### config.mk
export PLATFORM = sky130hd
export DESIGN_NAME = mcu_timer_flat
export DESIGN_NICKNAME = d
export VERILOG_FILES = /design/src/rtl/mcu_timer_if.sv /design/src/rtl/mcu_timer.sv /design/src/flat_wrapper.sv
export SDC_FILE = /design/constraint.sdc
export NUM_CORES = 1
export LEC_CHECK = 0
export ABC_AREA = 1
export BUFFER_PORTS_ARGS = -buffer_cell sky130_fd_sc_hd__buf_2
export CAP_MARGIN = 20
export CORE_MARGIN = 4
export CORE_UTILIZATION = 45
export DETAILED_ROUTE_END_ITERATION = 6
export PLACE_DENSITY = 0.69
export SETUP_SLACK_MARGIN = 0.5
export SYNTH_ARGS = -nofsm -noshare
export SYNTH_HDL_FRONTEND = slang
export SYNTH_SLANG_ARGS = --single-unit
### constraint.sdc
create_clock -name clk -period 1.4 [get_ports clk]
set_input_delay 0.35 -clock clk [delete_from_list [all_inputs] [get_ports clk]]
set_output_delay 0.35 -clock clk [all_outputs]
set_load 0.02 [all_outputs]
### src/rtl/mcu_timer_if.sv
// Controller-to-timer register bus: control levels and reload data in, live count and expiry pulse out.
interface mcu_timer_if #(
  parameter int WIDTH = 16
);
  logic             timer_cs;
  logic             timer_wr;
  logic             timer_start;
  logic             timer_rd;
  logic [WIDTH-1:0] timer_datain;
  logic [WIDTH-1:0] timer_value;
  logic             timer_INT;

  modport master (
    output timer_cs, timer_wr, timer_start, timer_rd, timer_datain,
    input  timer_value, timer_INT
  );

  modport slave (
    input  timer_cs, timer_wr, timer_start, timer_rd, timer_datain,
    output timer_value, timer_INT
  );
endinterface

### src/rtl/mcu_timer.sv
// Auto-reloading down-counting interval timer with a one-cycle registered expiry pulse.
// Optional tick prescaler enabled by defining MCU_TIMER_PRESCALER_EN (divides ticks by PRESCALE).
module mcu_timer #(
  parameter int WIDTH    = 16,
  parameter int PRESCALE = 4
) (
  input  logic        clk,
  input  logic        rst,
  mcu_timer_if.slave  bus
);

  typedef enum logic {STOP, RUN} state_t;

  state_t           state_q, state_d;
  logic [WIDTH-1:0] reload_q, reload_d;
  logic [WIDTH-1:0] count_q, count_d;
  logic             ld_q, ld_d;
  logic             int_q, int_d;
  logic             run_en;
  logic             ld_ev;
  logic             tick;

  if (PRESCALE < 2 || PRESCALE > 255) begin : g_bad_prescale
    $error("mcu_timer: PRESCALE must be within 2..255");
  end

`ifdef MCU_TIMER_PRESCALER_EN
  localparam logic [7:0] PRE_LAST = 8'(PRESCALE - 1);
  logic [7:0] pre_q, pre_d;
`endif

  always_comb begin
    run_en   = bus.timer_cs & bus.timer_start;
    ld_d     = bus.timer_cs & bus.timer_wr;
    ld_ev    = ld_d & ~ld_q;
    state_d  = state_q;
    reload_d = reload_q;
    count_d  = count_q;
    int_d    = 1'b0;
`ifdef MCU_TIMER_PRESCALER_EN
    pre_d    = pre_q;
    tick     = (pre_q == PRE_LAST);
`else
    tick     = 1'b1;
`endif

    case (state_q)
      STOP:    if (run_en && reload_q != '0) state_d = RUN;
      RUN:     if (!run_en || reload_q == '0) state_d = STOP;
      default: state_d = STOP;
    endcase

    // A load wins over a tick; a stop wins over a tick and holds the count.
    if (ld_ev) begin
      reload_d = bus.timer_datain;
      count_d  = bus.timer_datain;
`ifdef MCU_TIMER_PRESCALER_EN
      pre_d    = '0;
`endif
    end else if (state_q == RUN) begin
      if (!run_en || reload_q == '0) begin
`ifdef MCU_TIMER_PRESCALER_EN
        pre_d = '0;
`endif
      end else begin
`ifdef MCU_TIMER_PRESCALER_EN
        pre_d = (pre_q == PRE_LAST) ? 8'd0 : pre_q + 8'd1;
`endif
        if (tick) begin
          if (count_q <= WIDTH'(1)) begin
            count_d = reload_q;
            int_d   = 1'b1;
          end else begin
            count_d = count_q - WIDTH'(1);
          end
        end
      end
    end
  end

  always_ff @(posedge clk) begin
    if (rst) begin
      state_q  <= STOP;
      reload_q <= '0;
      count_q  <= '0;
      ld_q     <= 1'b0;
      int_q    <= 1'b0;
`ifdef MCU_TIMER_PRESCALER_EN
      pre_q    <= '0;
`endif
    end else begin
      state_q  <= state_d;
      reload_q <= reload_d;
      count_q  <= count_d;
      ld_q     <= ld_d;
      int_q    <= int_d;
`ifdef MCU_TIMER_PRESCALER_EN
      pre_q    <= pre_d;
`endif
    end
  end

  assign bus.timer_value = (bus.timer_cs & bus.timer_rd) ? count_q : '0;
  assign bus.timer_INT   = int_q;

endmodule
### src/flat_wrapper.sv
// flat-port wrapper written by rule: the top's interface ports become plain ports
module mcu_timer_flat 
#(
  parameter int WIDTH    = 16,
  parameter int PRESCALE = 4
)
  (clk, rst, bus_timer_cs, bus_timer_wr, bus_timer_start, bus_timer_rd, bus_timer_datain, bus_timer_value, bus_timer_INT);
  mcu_timer_if #(.WIDTH(WIDTH)) bus_i ();
  input  logic clk;
  input  logic rst;
  input wire logic [$bits(bus_i.timer_cs)-1:0] bus_timer_cs;
  input wire logic [$bits(bus_i.timer_wr)-1:0] bus_timer_wr;
  input wire logic [$bits(bus_i.timer_start)-1:0] bus_timer_start;
  input wire logic [$bits(bus_i.timer_rd)-1:0] bus_timer_rd;
  input wire logic [$bits(bus_i.timer_datain)-1:0] bus_timer_datain;
  output wire logic [$bits(bus_i.timer_value)-1:0] bus_timer_value;
  output wire logic [$bits(bus_i.timer_INT)-1:0] bus_timer_INT;
  assign bus_i.timer_cs = bus_timer_cs;
  assign bus_i.timer_wr = bus_timer_wr;
  assign bus_i.timer_start = bus_timer_start;
  assign bus_i.timer_rd = bus_timer_rd;
  assign bus_i.timer_datain = bus_timer_datain;
  assign bus_timer_value = bus_i.timer_value;
  assign bus_timer_INT = bus_i.timer_INT;
  mcu_timer #(.WIDTH(WIDTH), .PRESCALE(PRESCALE)) u_core (.clk(clk), .rst(rst), .bus(bus_i));
endmodule
==> metrics <==
Row Count=25; Hold Startpoint=bus_timer_cs; GRT Residual Overflow=0; post-route minimum period=1.54 ns; Hold Path Sink=u_core.ld_q; CTS tree=built; Hold Slack=0.263 ns; synthesized area=0.00220 sq mm; per-cell routed wire length=16.5 um; Yosys cell types=27; drt pass-1 iters=5; max_slew headroom=0.712; vias in the first global route=2,585; Via-to-Cell Ratio=5.40; Mapped Avg Cell Area=6.32 sq um; Worst-Margin Slew=0.431 ns; # fillers=262; Max-Cap Viols=0; CP Capture Type=flop; Setup TNS Final=-1.46 ns; nets=477; Synth warnings=0; failing checks=setup timing; Critical R2R Launch=u_core.count_q[1]; io pins=39; Yosys reg bits=35; clk buf depth=2; post-route ant nets=0; Layout Utilization=0.814; DR iter-0 viols=210; DP HPWL=4.94 mm; final worst setup slack=-0.141 ns; crit-path max cell delay=0.35 ns; Worst setup SP type=flop; total power=3580 uW; Clk pin slew, worst setup/hold paths=0.07 ns; clock sink total=35; Power Density=931 mW/mm^2; antenna cells=0; Post-Synthesis Cells=348; port buffer count=38; Slew Viols, Final=0; Reg2Reg Setup Slack=-0.14 ns; clk_lat worst skew=0.30 ns; hold crit path type=in2reg; core area=0.00472 sq mm; DR vias=2,815; die footprint=0.00607 sq mm; status=complete, but fails checks; Initial Util=0.465; Hold Fails Final Rpt=0; CTS root buffer=clkbuf_8; unrepaired setup endpoints after global routing=yes; initial antenna violation count=0; Synth-to-Final Area Change=74.8%; Pleak=0.00177 uW; H-Tree Depth=2; CP max stage cell=dfxtp_2; Die Ht=77.9 um; clk_skew=0.00911 ns; maximum number of pins on one net before global-route repair=27; DRC=0; hold-critical path depth=3; global-route wire length before repair=12.3 mm; TritonCTS Buffers=5; Critical R2R Capture=u_core.count_q[13]; crit path max fanout=6; WS Path Type=reg2reg; syn_nets=372; crit share post-route=1.10; Worst VDD drop=0.000739 V; Die W=77.9 um; CP cell instances=inv_4 > ha_4 > nand2_2 > a21oi_4 > buf_6 > buf_6 > nand3_1 > nand3_2 > a21oi_2; Reg2Reg Depth=9; setup violators final=17; most frequent CP cell=buf_6; Routability Congestion=0.970; post-synthesis sequential area ratio=0.319; Worst EP required=1.59 ns; layout cells sized above 1=0.570; Critical Path AT=1.73 ns; FMAX=0.649 GHz; GR Util All Layers=0.256; drt total wl=8.61 mm
==> layout make-up <==
cell class	instances	area [sq um]	area share
sequential	35	747	0.194
tap	67	83.8	0.0218
timing repair inverter	2	22.5	0.00586
timing repair buffer	104	925	0.241
multi-input combinational	253	1720	0.447
clock buffer	8	100	0.0261
inverter	52	245	0.0638
==> worst max-delay path, delay by kind of cell (launching register included) <==
family          cells  cell delay (ns)
compound gates      2             0.27
fa+ha+maj           1             0.15
buf+inv             3             0.35
flops               1             0.35
simple gates        3             0.32
==> Yosys cell counts <==
cell type	number	share of area
a21oi_2	5	0.020
buf_2	2	0.0046
nor2_1	60	0.10
ha_1	2	0.011
clkbuf_1	3	0.0051
nand3_2	8	0.036
nand2_1	84	0.14
xnor2_1	1	0.0040
a21oi_1	12	0.027
nand4_1	2	0.0057
inv_2	2	0.0034
nor3_1	1	0.0023
a21oi_4	1	0.0074
nand3_1	30	0.068
nand2_2	1	0.0028
o22ai_1	14	0.040
clkinv_1	1	0.0017
or2_1	1	0.0028
o21ai_0	19	0.043
buf_6	1	0.0051
buf_4	4	0.014
nand2_4	3	0.015
inv_1	49	0.084
dfxtp_1	35	0.32
nor2_4	4	0.020
xor2_1	2	0.0080
nor2_2	1	0.0028
==> where the power goes <==
group | switching [uW] | internal (uW) | total, uW | leakage (uW)
registers | 60.4 | 1070 | 1130 | 0.000300
clock network | 370 | 449 | 819 | 0.0000515
logic | 955 | 679 | 1630 | 0.00141
==> flip-flops by register name (all words and copies together), names as in the netlist <==
register,flops
u_core.count_q,16
u_core.reload_q,16
u_core.bus.timer_INT,1
u_core.ld_q,1
u_core.state_q,1
==> layout by cell type (no fill, tap or decap), drive strengths merged, types with 9 or more instances in the layout <==
cell type    n
o22ai       14
buf        103
o21ai       19
nand2       90
dfxtp       35
inv         53
clkbuf       9
nor2        65
nand3       38
a21oi       18
==> metal layers <==
metal / part of all wire / global-route usage
met2: 0.50 / 0.431
met5: 0 / 0
met4: 0.037 / 0.122
met3: 0.059 / 0.0441
met1: 0.40 / 0.316
==> worst max-delay path by stage <==
stage	from	end	slack (ns)	cells after the start
floorplan	u_core.count_q[1]	u_core.count_q[11]	0.05	9
global placement	bus_timer_wr	u_core.count_q[8]	-0.14	7
detailed placement	bus_timer_wr	u_core.count_q[9]	-0.16	7
CTS	u_core.count_q[0]	u_core.count_q[15]	-0.06	9
global route	u_core.reload_q[5]	u_core.count_q[8]	-0.25	10
finish	u_core.count_q[1]	u_core.count_q[13]	-0.14	9
==> stage by stage <==
stage                     setup WS, ns  area [sq um]  cells
after floorplan                 0.0481          2420    348
after global routing            -0.252          3840    521
after global placement          -0.139          2950    488
final                           -0.141          3840    521
after CTS                      -0.0606          3570    516
after detailed placement        -0.160          2950    488
==> cell families after synthesis <==
kind of cell	after synthesis	share of synthesized area
buffers and inverters	62	0.117
adder cells (fa/ha/maj)	2	0.0114
AND/OR/NAND/NOR	195	0.403
XOR/XNOR	3	0.0120
AO/OA/AOI/OAI	51	0.138
flip-flops	35	0.319
==> what timing repair did <==
action,4_1_cts,5_1_grt
buffers inserted,16,4
pin swaps,31,10
setup endpoints to repair,51,51
gates resized for setup,134,51
hold endpoints to repair,0,0
hold buffers,0,0
cloned,4,1
Note: power is estimated with default switching activity, not from simulation.
